### config.mk
export PLATFORM = sky130hd
export DESIGN_NAME = mult_alu_sequencer
export DESIGN_NICKNAME = d
export VERILOG_FILES = /design/src/rtl/mips_alu_pkg.sv /design/src/rtl/mult_alu_sequencer.sv
export SDC_FILE = /design/constraint.sdc
export NUM_CORES = 1
export LEC_CHECK = 0
export CORE_ASPECT_RATIO = 0.5
export CORE_MARGIN = 2
export CORE_UTILIZATION = 45
export CTS_CLUSTER_DIAMETER = 50
export CTS_CLUSTER_SIZE = 24
export DETAILED_ROUTE_END_ITERATION = 8
export PLACE_DENSITY = 0.76
export SYNTH_ARGS = -nofsm -noshare
export SYNTH_HDL_FRONTEND = slang
export SYNTH_SLANG_ARGS = --single-unit
### constraint.sdc
create_clock -name clk -period 2.8 [get_ports clk]
set_clock_uncertainty 0.05 [all_clocks]
set_input_delay 0.56 -clock clk [delete_from_list [all_inputs] [get_ports clk]]
set_output_delay 0.56 -clock clk [all_outputs]
set_load 0.05 [all_outputs]
### src/rtl/mips_alu_pkg.sv
// Shared MIPS ALU definitions: control codes used by the EX ALU and its decoder,
// plus the state encoding of the shift-add multiply sequencer.
package mips_alu_pkg;

  localparam logic [3:0] CTL_AND  = 4'b0000;
  localparam logic [3:0] CTL_OR   = 4'b0001;
  localparam logic [3:0] CTL_ADDU = 4'b0010;
  localparam logic [3:0] CTL_SRL  = 4'b0011;
  localparam logic [3:0] CTL_SUBU = 4'b0110;
  localparam logic [3:0] CTL_SLT  = 4'b0111;
  localparam logic [3:0] CTL_XOR  = 4'b1001;
  localparam logic [3:0] CTL_SLL  = 4'b1010;
  localparam logic [3:0] CTL_SRA  = 4'b1011;
  localparam logic [3:0] CTL_NOR  = 4'b1100;
  localparam logic [3:0] CTL_SLTU = 4'b1110;

  typedef enum logic [1:0] {
    IDLE = 2'd0,
    RUN  = 2'd1,
    DONE = 2'd2
  } seq_state_t;

endpackage

### src/rtl/mult_alu_sequencer.sv
// MULTU controller: borrows the shared EX ALU for one shift-add step per cycle
// and delivers a full 2*WIDTH-bit unsigned product into registered hi/lo.
module mult_alu_sequencer
  import mips_alu_pkg::*;
#(
  parameter int         WIDTH    = 32,
  parameter logic [3:0] ALU_ADDU = CTL_ADDU
) (
  input  logic             clk,
  input  logic             rst,
  input  logic             start,
  input  logic             flush,
  input  logic [WIDTH-1:0] op_a,
  input  logic [WIDTH-1:0] op_b,
  output logic             busy,
  output logic             done,
  output logic [WIDTH-1:0] hi,
  output logic [WIDTH-1:0] lo,
  output logic             alu_own,
  output logic [WIDTH-1:0] alu_in1,
  output logic [WIDTH-1:0] alu_in2,
  output logic [3:0]       alu_ctrl,
  input  logic [WIDTH-1:0] alu_out
);

  localparam int               CNT_W = $clog2(WIDTH) + 1;
  localparam logic [CNT_W-1:0] LAST  = CNT_W'(WIDTH - 1);

  // Handshake: start is accepted only in IDLE with flush low. busy is high for
  // the WIDTH RUN cycles plus the DONE cycle; done pulses for one cycle in DONE,
  // and hi/lo carry the new product from the following cycle until the next
  // completion. A flush in RUN/DONE returns to IDLE with hi/lo untouched.
  seq_state_t       state;
  logic [WIDTH-1:0] mcand;
  logic [WIDTH-1:0] acc;
  logic [WIDTH-1:0] mplr;
  logic [CNT_W-1:0] cnt;
  logic [WIDTH-1:0] sum;
  logic             carry;

  // alu_own is registered and high exactly while in RUN, so it gates the operands.
  assign alu_in1 = alu_own ? acc   : '0;
  assign alu_in2 = alu_own ? mcand : '0;

  // An unsigned add overflowed iff the wrapped result is smaller than an addend.
  always_comb begin
    sum   = acc;
    carry = 1'b0;
    if (mplr[0]) begin
      sum   = alu_out;
      carry = (alu_out < acc);
    end
  end

  always_ff @(posedge clk) begin
    if (rst) begin
      state    <= IDLE;
      mcand    <= '0;
      acc      <= '0;
      mplr     <= '0;
      cnt      <= '0;
      busy     <= 1'b0;
      done     <= 1'b0;
      hi       <= '0;
      lo       <= '0;
      alu_own  <= 1'b0;
      alu_ctrl <= 4'b0000;
    end else begin
      alu_ctrl <= ALU_ADDU;
      done     <= 1'b0;
      case (state)
        IDLE: begin
          if (start && !flush) begin
            mcand   <= op_a;
            mplr    <= op_b;
            acc     <= '0;
            cnt     <= '0;
            state   <= RUN;
            busy    <= 1'b1;
            alu_own <= 1'b1;
          end
        end
        RUN: begin
          if (flush) begin
            state   <= IDLE;
            busy    <= 1'b0;
            alu_own <= 1'b0;
          end else begin
            acc  <= {carry, sum[WIDTH-1:1]};
            mplr <= {sum[0], mplr[WIDTH-1:1]};
            cnt  <= cnt + 1'b1;
            if (cnt == LAST) begin
              state   <= DONE;
              alu_own <= 1'b0;
              done    <= 1'b1;
            end
          end
        end
        DONE: begin
          state <= IDLE;
          busy  <= 1'b0;
          if (!flush) begin
            hi <= acc;
            lo <= mplr;
          end
        end
        default: begin
          state   <= IDLE;
          busy    <= 1'b0;
          alu_own <= 1'b0;
        end
      endcase
    end
  end

  a_own_implies_busy : assert property (@(posedge clk) disable iff (rst) alu_own |-> busy);
  a_done_implies_busy : assert property (@(posedge clk) disable iff (rst) done |-> busy);

endmodule

After elaboration in Yosys (flattened, before gate mapping)
Cells that the tools add are included.
- bits in registers: 175
- bits of input ports: 100
- output and inout port bits: 135
- word-level logic and storage cells: 59
- add/subtract/negate cells: 1
- magnitude comparators: 1
- eq/ne operators: 7
- muxes and demuxes: 25
- bitwise logic cells: 3
- reduce and logical (&&, ||, !) cells: 11
- operator list (cell ; number):
    two-way mux 32 bit ; 7
    case mux 32 bit (2 select lines) ; 2
    < comparator 32 bit ; 1
    two-way mux 6 bit ; 2
    case mux 6 bit (2 select lines) ; 1
    two-way mux 2 bit ; 4
    AND reduction 2 bit ; 4
    adder 6 x 1 -> 6 bit (second input constant) ; 1
    == test 6 x 5 -> 1 bit (second input constant) ; 1
    two-way mux 1 bit ; 6
    != test 2 bit (second input constant) ; 3
    AND reduction 3 bit ; 2
    case mux 2 bit (2 select lines) ; 1
    != test 3 bit (second input constant) ; 1
    inverter 1 bit ; 3
    case mux 1 bit (3 select lines) ; 1
    OR reduction 3 bit ; 1
    == test 2 x 1 -> 1 bit (second input constant) ; 1
    == test 2 bit (second input constant) ; 1
    zero test 2 bit ; 1
    case mux 1 bit (2 select lines) ; 1
    nonzero test 2 bit ; 1
    logical AND 1 bit ; 1
    zero test 1 bit ; 1

Longest topological paths before layout
Gate-level depths: netlist of the first run.
- depth in word-level cells: 4
- mapped depth: 8
- mapped depth without buffers: 7

Least setup slack after synthesis of the first run
Ideal clock, no wire load.
- path kind: register -> output
- from: reg alu_own
- to: out alu_in1[12]
- arrival: 1567 ps
- required time: 2190 ps
- setup slack: 623 ps
- cell stages (with the launch flop): 4
- path buffers: 2
- path through: dfxtp_1 clkbuf_1 clkbuf_1 and2_1
- longest elaborated chain between the ends: 1
- RTL lines (item ; line ; text):
    start, declared ; mult_alu_sequencer.sv:19 ; output logic alu_own,
    start signal, assigned ; mult_alu_sequencer.sv:66 ; alu_own <= 1'b0;
    start signal, assigned ; mult_alu_sequencer.sv:80 ; alu_own <= 1'b1;
    start signal, assigned ; mult_alu_sequencer.sv:87 ; alu_own <= 1'b0;
    two-way mux 32 bit ; mult_alu_sequencer.sv:42 ; assign alu_in1 = alu_own ? acc : '0;
    end, declared ; mult_alu_sequencer.sv:20 ; output logic [WIDTH-1:0] alu_in1,
No other way between the ends.

Worst setup path after layout of the first run
- from: reg alu_own
- to: out alu_in2[0]
- longest elaborated chain between the ends: 1
- RTL lines (item ; line ; text):
    two-way mux 32 bit ; mult_alu_sequencer.sv:43 ; assign alu_in2 = alu_own ? mcand : '0;
    end, declared ; mult_alu_sequencer.sv:21 ; output logic [WIDTH-1:0] alu_in2,
No other way between the ends.

==> qor.txt, run 1 <==
Status - finished clean
Top FF cell, synth - dfxtp_1
RSZ-0062 raised after global routing - false
Synth Register Bits - 172
Post-synth EDFFs - 0
WL/cell - 14.6 um
Max Slew Vio Count - 0
Met3 Usage GRT - 4.38%
Clock slew at reported path FFs - 70 ps
# Post-CTS Setup Buffers - 0
Die W - 193 um
Share of layout cells above drive strength 1 - 10.5%
Hold slack - 383 ps
Share of synthesized flip-flops with an asynchronous set or reset - 0%
Antenna diodes - 0
Crit Path Category - flip-flop to output port
Area Growth Syn to Fin - 34.4%
Die area - 19,100 um^2
Dpl hpwl - 14,700 um
Via Count - 7,390
Total CTS buffers - 17
Fmax - 445 MHz
Worst vdd ir - 0.000456 V
Critical-path cell with the highest stage delay - buf_4
Arrival time worst endpoint - 1640 ps
Fillers - 1,541
# hold bufs at CTS - 0
Detailed Route WL - 21,200 um
Die height - 98.7 um
Worst skew pair latency - 420 ps
CTS Sinks - 172
H-Tree Depth - 4
Slowest Stage Delay on Critical Path - 450 ps
Final worst-path cycle share - 80.2%
Setup ws final - 554 ps
DRT iter0 DRCs - 360
Seq/Total Area, Yosys - 42.7%
CTS tree - done
Cell Pwr Density - 523 nW/um^2
Mapped Avg Cell Area - 7.94 um^2
CP Max Fanout - 66
First drt pass iteration count - 5
Number of remaining DRC errors - 0
Post-route ant nets - 0
Slew @ Worst Pin - 693 ps
GRT met2 Usage - 37.2%
Startpoint types - flip-flop
Root Buffer Master - clkbuf_16
Met1 GRT Util - 28.0%
Post-cts resize count - 0
Ys Warns - 0
Number of antenna violations at the first check in global routing - 0
Port bufs - 231
Syn Inst Count - 1,016
Total GRT Usage - 21.9%
Post-route setup TNS - 0 ps
CP endpoint kind - output port
Worst path cell trace - buf_4 > and2_1 > buf_4
Layout Nets - 1,336
Unique masters post-synth - 44
Pleak - 3.99 nW
Starting Density - 46.2%
Max cap viols - 0
Worst path most repeated cell - buf_4
Worst hold-check path type - primary input to flip-flop
Flop-to-flop setup slack - 750 ps
Fin crit period - 2250 ps
Finish-stage setup viols - 0
Top-Level Pins - 235
Total gr overflow - 0
GPL Wtd Cong - 0.775
Setup Slack @ Placement - 362 ps
Rel. slew slack - 53.8%
Core Rows - 34
Pin count of the biggest net entering global routing - 105
Via density - 5.09
Post-Syn Area - 8060 um^2
Core box area - 17,400 um^2
Maximum buffer depth of the clock tree - 2
CP required - 2190 ps
Hold Vio Cnt, Final - 0
Top Usage Layer GRT - met2
Global-route wire length before repair - 34,700 um
Vias in the first global route - 7,043
## layout make-up
cell class,instances,area [um^2],share of cell area (%)
repair buffers,249,2360,21.8
inverters,34,128,1.18
well taps,234,293,2.70
clock inverters,11,156,1.44
flip-flops and latches,172,3450,31.8
clock buffers,21,480,4.43
multi-input cells,730,3980,36.7
## where the power goes
part           switching, mW  internal, mW  leakage, nW
sequential            0.0523          2.51         1.40
combinational          0.305         0.265         2.28
clock                   1.02          1.51        0.308
## kinds of logic (layout without fill, tap and decap cells)
group / after synthesis / count (layout) / synth area share (%)
flops: 172 / 172 / 42.7
compound gates: 194 / 194 / 14.2
fa+ha+maj: 32 / 32 / 4.97
other cells: 1 / 3 / 0.0465
simple gates: 465 / 465 / 25.5
buf+inv: 116 / 315 / 8.27
mux: 32 / 32 / 3.97
xor+xnor: 4 / 4 / 0.434
## worst paths after layout
check	endpoint	from	cells past startpoint
setup reg to reg	mplr[0]	state[1]	4
hold / removal	acc[23]	rst	2
hold reg to reg	mcand[31]	mcand[31]	2
setup / recovery	alu_in2[0]	alu_own	3
## sequential cells by signal (all words and copies together), names as in the netlist
register / count
lo: 32
state: 2
alu_ctrl: 1
hi: 32
busy: 1
mplr: 32
acc: 32
done: 1
cnt: 6
mcand: 32
alu_own: 1
## layer usage
layer	part of all wire, %	vias to the layer above
met2	48	158
met1	46	3451
li1	-	3748
met5	0	-
met4	1.8	0
met3	4.0	33
## critical path, delay by kind of cell, from the launching register on
kind	cells	cell delay (ps)
buf+inv	2	650
flops	1	310
simple gates	1	240
## synthesized netlist by cell type (all sizes together) (2+ instances only)
master / n / share of area, %
clkbuf: 28 / 1.3
xor2: 4 / 0.43
a21oi: 142 / 8.8
nor2: 73 / 3.5
and2: 65 / 5.0
a21o: 2 / 0.19
buf: 54 / 5.4
nand2: 269 / 13
a221oi: 2 / 0.22
nor3: 38 / 2.6
a311oi: 31 / 3.4
o21a: 2 / 0.19
nand3: 6 / 0.37
mux2i: 32 / 4.0
o21ai: 3 / 0.19
and4: 3 / 0.33
nand2b: 3 / 0.42
inv: 34 / 1.6
dfxtp: 172 / 43
a211oi: 2 / 0.19
ha: 32 / 5.0
nor4b: 2 / 0.22
a2111oi: 2 / 0.22
nand4: 3 / 0.23
## cell usage in the layout, fill, tap and decap left out, types with 2 or more instances in the layout
cell type and count:
nand3_1 6, ha_1 32, nor2_1 72, bufinv_16 3, conb_1 3, clkdlybuf4s50_1 165
a211oi_1 2, a311oi_1 31, o21ai_0 2, buf_12 6, nand2_1 268, inv_6 2
clkbuf_8 4, dfxtp_1 170, nand4_1 3, dfxtp_2 2, a2111oi_0 2, clkinvlp_4 2
a21o_1 2, clkinv_4 2, and4_1 3, nor3_1 36, nand2b_4 2, clkbuf_16 17
buf_4 78, a221oi_1 2, xor2_1 4, nor4b_1 2, and2_1 64, a21oi_1 142
inv_1 34, mux2i_1 32
## per-stage QoR
stage                     cell area, um^2  cells  util, %  power (mW)
after floorplan                      8070   1018        -        2.95
after global placement              10200   1419     58.5        3.17
after detailed placement            10200   1419     58.5        3.18
after CTS                           10800   1451     62.1        5.71
after global routing                10800   1451     62.1        5.87
final                               10800   1451     62.1        5.67
No activity file was read; power rests on OpenSTA's default activity.
==> inputs of run 2 (changes only) <==
- CORE_UTILIZATION: 45 -> 43
- PLACE_DENSITY: 0.76 -> 0.77
- clock period: 2.8 -> 2.06 ns (I/O delays scaled with it)
==> qor.txt, run 2 (same netlist as run 1, synthesis figures left out) <==
Detailed Route WL - 22,500 um (was 21,200 um)
Number of antenna violations at the first check in global routing - 0 (unchanged)
H-Tree Depth - 4 (unchanged)
Global-route wire length before repair - 36,700 um (was 34,700 um)
Worst vdd ir - 0.000520 V (was 0.000456 V)
DRT iter0 DRCs - 305 (was 360)
Antenna diodes - 0 (unchanged)
Die W - 198 um (was 193 um)
Startpoint types - flip-flop (unchanged)
CTS Sinks - 172 (unchanged)
Share of layout cells above drive strength 1 - 12.0% (was 10.5%)
Critical-path cell with the highest stage delay - clkdlybuf4s50_1 (was buf_4)
# hold bufs at CTS - 0 (unchanged)
CP required - 1600 ps (was 2190 ps)
Placed cell count - 1,439 (was 1,419)
Commonest non-fill, non-tap cells in the layout - nand2_1, dfxtp_1, a21oi_1 (was nand2_1, dfxtp_1, clkdlybuf4s50_1)
Crit Path Category - flip-flop to output port (unchanged)
Final core utilization - 64.7% (was 62.1%)
Hold Vio Cnt, Final - 0 (unchanged)
Clock slew at reported path FFs - 70 ps (about the same)
Die area - 19,900 um^2 (was 19,100 um^2)
Vias in the first global route - 7,659 (was 7,043)
Flop-to-flop setup slack - 210 ps (was 750 ps)
Via density - 5.18 (was 5.09)
Rel. slew slack - 58.4% (was 53.8%)
Setup ws final - 30.9 ps (was 554 ps)
Worst hold-check path type - primary input to flip-flop (unchanged)
Total gr overflow - 0 (unchanged)
Maximum buffer depth of the clock tree - 2 (unchanged)
Root Buffer Master - clkbuf_16 (unchanged)
Core Rows - 35 (was 34)
Worst path cell trace - clkdlybuf4s50_1 (was buf_4 > and2_1 > buf_4)
Worst hold start - rst (unchanged)
Final instance area - 11,900 um^2 (was 10,800 um^2)
RR Startpoint - acc[1] (was state[1])
Fin crit period - 2030 ps
Final worst-path cycle share - 98.5%
Crit path from - hi[23] (was alu_own)
Slew @ Worst Pin - 608 ps (was 693 ps)
Pleak - 4.91 nW (was 3.99 nW)
Post-route setup TNS - 0 ps (unchanged)
Top-Level Pins - 235 (unchanged)
Layout Nets - 1,350 (was 1,336)
Pin count of the biggest net entering global routing - 90 (was 105)
Area Growth Syn to Fin - 47.6% (was 34.4%)
Most common cell after layout, fill and taps aside - nand2_1 (unchanged)
Number of remaining DRC errors - 0 (unchanged)
Placed cell areas - 11,200 um^2 (was 10,200 um^2)
Setup Slack @ Placement - -248 ps (was 362 ps)
Core box area - 18,400 um^2 (was 17,400 um^2)
GPL Wtd Cong - 0.825 (was 0.775)
Dpl hpwl - 16,200 um (was 14,700 um)
Port bufs - 231 (unchanged)
Finish-stage setup viols - 0 (unchanged)
Total GRT Usage - 23.1% (was 21.9%)
Arrival time worst endpoint - 1570 ps (was 1640 ps)
CP endpoint kind - output port (unchanged)
Max cap viols - 0 (unchanged)
Total CTS buffers - 17 (unchanged)
Worst skew pair latency - 420 ps (about the same)
Via Count - 7,615 (was 7,390)
WL/cell - 15.3 um (was 14.6 um)
Slowest Stage Delay on Critical Path - 810 ps (was 450 ps)
CTS tree - done (unchanged)
Cell Pwr Density - 646 nW/um^2 (was 523 nW/um^2)
Die height - 101 um (was 98.7 um)
Fmax - 493 MHz
CP Max Fanout - 2 (was 66)
Starting Density - 43.8% (was 46.2%)
WP buf/inv - 1 (was 2)
Status - finished clean (unchanged)
First drt pass iteration count - 5 (unchanged)
Post-route insts no fill - 1,471 (was 1,451)
Post-route ant nets - 0 (unchanged)
Max Slew Vio Count - 0 (unchanged)
Worst path top cell family by delay - buffers and inverters (unchanged)
run 2: changes by cell type in the layout (fill, tap and decap cells not counted), sizes merged:
cell,previous run,this run
clkdlybuf4s50,165,114
dlymetal6s2s,0,30
buf,84,103
dlygate4sd2,0,16
clkbuf,21,18
inv,37,40
clkinv,3,2
clkinvlp,2,3
run 2: what timing repair did:
item,4_1_cts,5_1_grt
endpoints found under the setup margin,16,31
resized for setup,16,31
setup buffers,0,0
pin swaps,0,0
run 2: final cells by class:
type                       count  area (um^2)
clock buffer                  18          439
clock inverter                14          179
fill                        1496         6490
inverter                      34          128
multi-input combinational    730         3980
sequential                   172         3450
tap                          240          300
timing repair buffer         263         3430
run 2: where the power goes:
part	switching (mW)	internal, mW
Combinational	0.447	0.415
Sequential	0.0570	3.41
Clock	1.40	1.97
run 2: final timing paths:
path | end | depth (start not counted)
setup reg to reg | acc[31] | 6
hold / removal | alu_ctrl[1] | 2
setup / recovery | hi[23] | 1
hold reg to reg | lo[8] | 2
run 2: metal layers:
layer / vias up / global-route usage, % / wire length [um]
met5: - / 0 / 0
met4: 0 / 10.3 / 698
met3: 50 / 3.88 / 1060
met2: 207 / 41.6 / 11200
met1: 3587 / 27.3 / 9590
li1: 3771 / - / -
run 2: through the flow:
step / total power [mW] / hold slack, ps
final: 7.69 / 274
after global routing: 7.98 / 269
after CTS: 7.76 / 241
after detailed placement: 4.40 / 394
after global placement: 4.37 / 388
after floorplan: 4.01 / 382
